File: src/rtl/serial_addsub_ctrl.sv
// Bit-serial add/subtract controller: one result bit per clock, LSB first, through a nand-built full adder.
// Optional signed-overflow output is compiled in when SERIAL_OVF_EN is defined.
module serial_addsub_ctrl #(
  parameter int WIDTH = 8
) (
  input  logic             clk,
  input  logic             rst,
  input  logic             start,
  input  logic             op,
  input  logic [WIDTH-1:0] a,
  input  logic [WIDTH-1:0] b,
  output logic             busy,
  output logic             done,
  output logic [WIDTH-1:0] result,
  output logic             cout
`ifdef SERIAL_OVF_EN
  , output logic           ovf
`endif
);

  localparam int CW = $clog2(WIDTH);

  typedef enum logic [1:0] {IDLE, RUN, DONE} state_t;

  state_t           state;
  logic [CW-1:0]    cnt;
  logic             cy;
  logic             op_r;
  logic [WIDTH-1:0] a_r;
  logic [WIDTH-1:0] b_r;
  logic [WIDTH-1:0] acc;
  logic [WIDTH-1:0] acc_nx;
  logic             fa_s;
  logic             fa_co;
  logic             last;

  // Full adder from two-input nands only; returns {carry, sum}.
  function automatic logic [1:0] nand_fa(input logic x, input logic y, input logic ci);
    logic n1, n2, n3, hx, n4, n5, n6;
    n1 = ~(x & y);
    n2 = ~(x & n1);
    n3 = ~(y & n1);
    hx = ~(n2 & n3);
    n4 = ~(hx & ci);
    n5 = ~(hx & n4);
    n6 = ~(ci & n4);
    return {~(n1 & n4), ~(n5 & n6)};
  endfunction

  always_comb begin
    {fa_co, fa_s} = nand_fa(a_r[cnt], b_r[cnt] ^ op_r, cy);
    acc_nx        = acc;
    acc_nx[cnt]   = fa_s;
    last          = (cnt == CW'(WIDTH - 1));
  end

  always_ff @(posedge clk) begin
    if (rst) begin
      state  <= IDLE;
      cnt    <= '0;
      cy     <= 1'b0;
      op_r   <= 1'b0;
      a_r    <= '0;
      b_r    <= '0;
      acc    <= '0;
      busy   <= 1'b0;
      done   <= 1'b0;
      result <= '0;
      cout   <= 1'b0;
`ifdef SERIAL_OVF_EN
      ovf    <= 1'b0;
`endif
    end else begin
      case (state)
        IDLE, DONE: begin
          done <= 1'b0;
          if (start) begin
            state <= RUN;
            busy  <= 1'b1;
            a_r   <= a;
            b_r   <= b;
            op_r  <= op;
            cy    <= op;
            cnt   <= '0;
          end else begin
            state <= IDLE;
            busy  <= 1'b0;
          end
        end
        RUN: begin
          acc <= acc_nx;
          cy  <= fa_co;
          cnt <= cnt + CW'(1);
          if (last) begin
            // cy here is still the carry into the MSB, needed for overflow.
            state  <= DONE;
            busy   <= 1'b0;
            done   <= 1'b1;
            result <= acc_nx;
            cout   <= fa_co;
`ifdef SERIAL_OVF_EN
            ovf    <= cy ^ fa_co;
`endif
          end
        end
        default: begin
          state <= IDLE;
          busy  <= 1'b0;
          done  <= 1'b0;
        end
      endcase
    end
  end

endmodule

File: config.mk
export PLATFORM = sky130hd
export DESIGN_NAME = serial_addsub_ctrl
export DESIGN_NICKNAME = d
export VERILOG_FILES = /design/src/rtl/serial_addsub_ctrl.sv
export SDC_FILE = /design/constraint.sdc
export NUM_CORES = 1
export LEC_CHECK = 0
export BUFFER_PORTS_ARGS = -buffer_cell sky130_fd_sc_hd__buf_2
export CORE_UTILIZATION = 33
export DETAILED_ROUTE_END_ITERATION = 10
export PLACE_DENSITY = 0.61
export SLEW_MARGIN = 20
export SYNTH_ARGS = -nofsm -noshare
export SYNTH_HDL_FRONTEND = slang
export SYNTH_SLANG_ARGS = --single-unit
File: constraint.sdc
create_clock -name clk -period 2.6 [get_ports clk]
set_input_delay 0.39 -clock clk [delete_from_list [all_inputs] [get_ports clk]]
set_output_delay 0.39 -clock clk [all_outputs]
set_load 0.005 [all_outputs]
Yosys cells after proc, flatten, opt, wreduce, memory -nomap -nowiden. Index checks and enable logic that the tools add are counted.

$lt $le $gt $ge: 2. Reductions and logical operators: 8. $add $sub $neg: 1. Bitwise operators: 20. Equal/unequal tests: 5. Muxes and demuxes: 17.

Operators by type and width (count): $not 1->1 (10); $and 1x1->1 (9); $bwmux 8 (1); $mux 1 (7); $bmux 1 s3 (2); $pmux 3 s2 (1); $reduce_and 2->1 (3); $lt 3x4->1 const B (1); $ne 2x2->1 const B (2); $pmux 1 s2 (2); $pmux 2 s2 (1); $reduce_or 2->1 (2); $add 3x1->3 const B (1); $demux 1 s3 (1); $eq 3x3->1 const B (1); $ge 3x1->1 const B (1); $mux 3 (1); $eq 2x1->1 const B (1); $eq 2x2->1 const B (1); $logic_not 2->1 (1); $mux 2 (1); $reduce_bool 2->1 (1); $logic_and 1x1->1 (1); $xor 1x1->1 (1).

Bits in registers: 42. Output and inout bits: 11.

Longest topological paths before layout.
Depth after elaboration: 16. Depth in mapped cells: 11. Gate-level depth less buffers: 9.

Worst setup path after synthesis. No wires, ideal clock.

Path type: register to register. Start: register cnt[1]. End: register result[4]. Cell stages (with the launch flop): 11. Arrival: 2457 ps. Path buffers: 1. Setup time: 71 ps. Slack: 72 ps. Clock period less this slack: 2528 ps. Path through: dfxtp_1 > mux2_2 > a221oi_1 > a31oi_1 > a211oi_1 > fa_1 > clkbuf_1 > nand2_1 > nor2_1 > or3_1 > a21oi_1.

Longest elaborated chain between the ends: 16. Elaborated cells between the ends (all ways): 29. Those cells by class: order compare: 2; eq/ne: 1; mux: 7; bitwise: 17; reduce/logical: 2.

RTL lines: start, declared (line 26) `logic [CW-1:0] cnt;`; start signal, assigned (line 93) `cnt <= cnt + CW'(1);`; $bmux 1 s3 (line 51) `{fa_co, fa_s} = nand_fa(a_r[cnt], b_r[cnt] ^ op_r, cy);`; $mux 1 (implied by the code) (line 51); $xor 1x1->1 (line 51); $and 1x1->1 (line 40) `n1 = ~(x & y);`; $not 1->1 (line 40); $and 1x1->1 (on tied branches) (line 41, 42); $not 1->1 (on tied branches) (line 41, 42); $and 1x1->1 (line 43) `hx = ~(n2 & n3);`; $not 1->1 (line 43); $and 1x1->1 (line 44) `n4 = ~(hx & ci);`; $not 1->1 (line 44); $and 1x1->1 (on tied branches) (line 45, 46); $not 1->1 (on tied branches) (line 45, 46); $and 1x1->1 (line 47) `return {~(n1 & n4), ~(n5 & n6)};`; $not 1->1 (line 47); $bwmux 8 (line 53) `acc_nx[cnt] = fa_s;`; end signal, assigned (line 99) `result <= acc_nx;`; end, declared (line 14) `output logic [WIDTH-1:0] result,`.

Several ways; a longest one is shown, not always the timed one. The select of a mux whose other input is x is not followed. A chain may end at the register's enable or synchronous reset.

Final worst setup path.
Start: register cnt[1]. End: register result[0].

Same word-level chain as after synthesis.

==> results.sh <==
export IMPL_worst_setup_path_end_kind="register"
export IMPL_grt_max_degree=43
export IMPL_cpMaxStageDelayCell="fa_1"
export IMPL_hold_start="a[3]"
export IMPL_synth_cell_types=34
export IMPL_final_cell_area_mm2=0.00223
export IMPL_clock_fmax_ghz=0.406
export IMPL_ys_ff_latch=42
export IMPL_grt_pass1_wl_mm=6.78
export IMPL_dr_first_iter_drc_count=89
export IMPL_num_vias=1603
export IMPL_first_pass_iters=6
export IMPL_grt_overflow=0
export IMPL_slew_viol_final=0
export IMPL_final_hold_violation_count=0
export IMPL_grt_total_usage=0.145
export IMPL_slew_headroom=0.468
export IMPL_seq_power_share=0.531
export IMPL_die_area_mm2=0.00583
export IMPL_worst_slew_pin_slew_ns=0.798
export IMPL_clockRootBuffer="clkbuf_8"
export IMPL_routed_wl_mm=4.15
export IMPL_ant_nets=0
export IMPL_stdcell_count=330
export IMPL_hp_class="primary input to register"
export IMPL_synth_edf_count=0
export IMPL_async_reset_ff_frac=0
export IMPL_viasPerCell=4.86
export IMPL_period_share=0.947
export IMPL_area_delta_synth_final_pct=22.2
export IMPL_placed_area_mm2=0.00206
export IMPL_cts_buffers=5
export IMPL_antenna_found_initial=0
export IMPL_p_comb_frac=0.134
export IMPL_whs_path_depth=3
export IMPL_dp_cells=320
export IMPL_clock_latency_ns=0.29
export IMPL_hold_end="a_r[3]"
export IMPL_cp_max_fo=9
export IMPL_r2r_cells=10
export IMPL_htree_num_levels=2
export IMPL_power_leakage_uw=0.000849
export IMPL_path_buf_inv=2
export IMPL_num_antenna_cells=0
export IMPL_grt_pass1_vias=1440
export IMPL_power_density_mw_per_mm2=578
export IMPL_period_minus_slack_ns=2.46
export IMPL_fillers=552
export IMPL_whs_ns=0.327
export IMPL_critPathArrivalTime_ns=2.61
export IMPL_r2r_slack_ns=0.14
export IMPL_nNetsFinal=282
export IMPL_cp_top_family="adder cells"
export IMPL_cpPeakStageDelay_ns=0.61
export IMPL_clock_path_buffers=2
export IMPL_critPathKind="register to register"
export IMPL_rows=26
export IMPL_cts_tree="built"
export IMPL_drive_gt1_frac=0.265
export IMPL_place_hpwl_mm=2.82
export IMPL_peakVddDrop_v=0.000384
export IMPL_start_kind="register"
export IMPL_syn_area_mm2=0.00183
export IMPL_io_pins=31
export IMPL_synth_cells=226
export IMPL_netSwitchingFraction=0.262
export IMPL_r2r_start="cnt[1]"
export IMPL_setup_viol=0
export IMPL_synthFlopType="dfxtp_1"
export IMPL_r2r_end="result[0]"
export IMPL_cts_sinks=42
export IMPL_required_ns=2.74
export IMPL_maxCapViolCount=0
export IMPL_io_buffers=30
export IMPL_p_sw_uw=337
export IMPL_final_common_cell="nand2_1"
export IMPL_yosys_warnings=0
export IMPL_start_util=0.351
export IMPL_die_w_um=76.4
export IMPL_finClkSkew_ns=0.00597
export IMPL_core_mm2=0.00520
export IMPL_final_cell_mix="46 x nand2_1, 39 x dfxtp_1, 36 x nor2_1, 30 x buf_2, 29 x a21oi_1"
export IMPL_path_clk_slew_ns=0.08
export IMPL_synth_area_per_cell_um2=8.08
export IMPL_synth_nets=249
export IMPL_worstPathCellList="buf_8 > or2_2 > o22ai_2 > a311oi_2 > xor2_1 > fa_1 > buf_6 > nand2_2 > o221ai_2 > a21oi_1"
export IMPL_seq_area_frac_synth=0.461
export IMPL_die_h_um=76.4
export IMPL_place_congestion=0.822
export IMPL_avgRoutedWirePerCell_um=12.6
export IMPL_cts_hold_buf=0
export IMPL_clkPwrFrac=0.336
export IMPL_drcViolationCount=0
export IMPL_status="finished clean"
export IMPL_intPower_uw=952
==> worst register-to-register path, delay by kind of cell (launching register included) <==
family	cells	cell delay, ns
AO/OA/AOI/OAI	4	0.50
XOR/XNOR	1	0.20
AND/OR/NAND/NOR	2	0.40
buffers and inverters	2	0.26
flip-flops	1	0.34
adder cells (fa/ha/maj)	1	0.61
==> registers in the layout, indices dropped and copies added (netlist names) <==
| register | flops |
|---|---|
| b_r | 8 |
| cnt | 3 |
| result | 8 |
| cy | 1 |
| op_r | 1 |
| done | 1 |
| a_r | 8 |
| state | 2 |
| busy | 1 |
| cout | 1 |
| acc | 8 |
==> how the worst max path moves through the flow <==
stage                 from        end  slack, ns  cells after the start
floorplan           cnt[1]  result[4]       0.07                     10
global placement    cnt[1]  result[3]       0.20                     10
detailed placement  cnt[1]  result[0]       0.09                      9
CTS                 cnt[1]  result[0]       0.08                      9
global route        cnt[1]  result[0]    -0.0001                     11
finish              cnt[1]  result[0]       0.14                     10
==> layer usage <==
| layer | vias up | GRT usage | share of wire |
|---|---|---|---|
| met4 | 0 | 0.0519 | 0.010 |
| met3 | 7 | 0.0407 | 0.048 |
| li1 | 833 | - | - |
| met2 | 39 | 0.213 | 0.45 |
| met5 | - | 0 | 0 |
| met1 | 724 | 0.200 | 0.49 |
==> cells in the mapped netlist (2+ instances only) <==
master	number	share of area
nand2_1	47	0.097
dfxtp_1	42	0.46
nor2_1	36	0.074
a21oi_1	29	0.080
a211oi_1	10	0.041
clkbuf_1	9	0.019
o221ai_1	7	0.034
buf_2	6	0.016
mux2i_1	3	0.016
nand2b_1	3	0.010
nor3_1	3	0.0082
a221oi_1	2	0.0096
a22oi_1	2	0.0082
ha_1	2	0.014
inv_1	2	0.0041
nand3_1	2	0.0055
nand3b_1	2	0.0082
nor2b_1	2	0.0069
nor3_2	2	0.011
==> cell type report <==
class	count	area (um^2)	share of cell area
clock buffer	6	82.6	0.0370
clock inverter	2	12.5	0.00561
inverter	2	7.51	0.00337
multi-input combinational	165	937	0.420
sequential	42	845	0.379
tap	70	87.6	0.0393
timing repair buffer	43	259	0.116
==> logic make-up after synthesis <==
kind of cell / count (synthesis) / synth area share
simple gates: 103 / 0.243
buf+inv: 19 / 0.0494
compound gates: 53 / 0.187
flops: 42 / 0.461
fa+ha+maj: 3 / 0.0247
mux: 5 / 0.0308
xor+xnor: 1 / 0.00480
==> stage by stage <==
| stage | total power (uW) | utilization | TNS, ns | setup WS [ns] |
|---|---|---|---|---|
| after floorplan | 796 | - | 0 | 0.0721 |
| after global placement | 851 | 0.396 | 0 | 0.196 |
| after detailed placement | 853 | 0.396 | 0 | 0.0906 |
| after CTS | 1280 | 0.415 | 0 | 0.0761 |
| after global routing | 1350 | 0.429 | -0.000128 | -0.000128 |
| final | 1290 | 0.429 | 0 | 0.138 |
==> timing repair <==
| item | CTS | global route |
|---|---|---|
| buffers inserted | 0 | 2 |
| setup endpoints to repair | 0 | 7 |
| gates resized for setup | 0 | 14 |
==> power groups by stage <==
stage / logic [uW] / clock network, uW / registers (uW)
after floorplan: 104 / 0 / 692
after global placement: 154 / 0 / 697
after detailed placement: 156 / 0 / 697
after CTS: 157 / 444 / 682
after global routing: 193 / 469 / 688
final: 172 / 433 / 684
(Power assumes the default switching activity.)
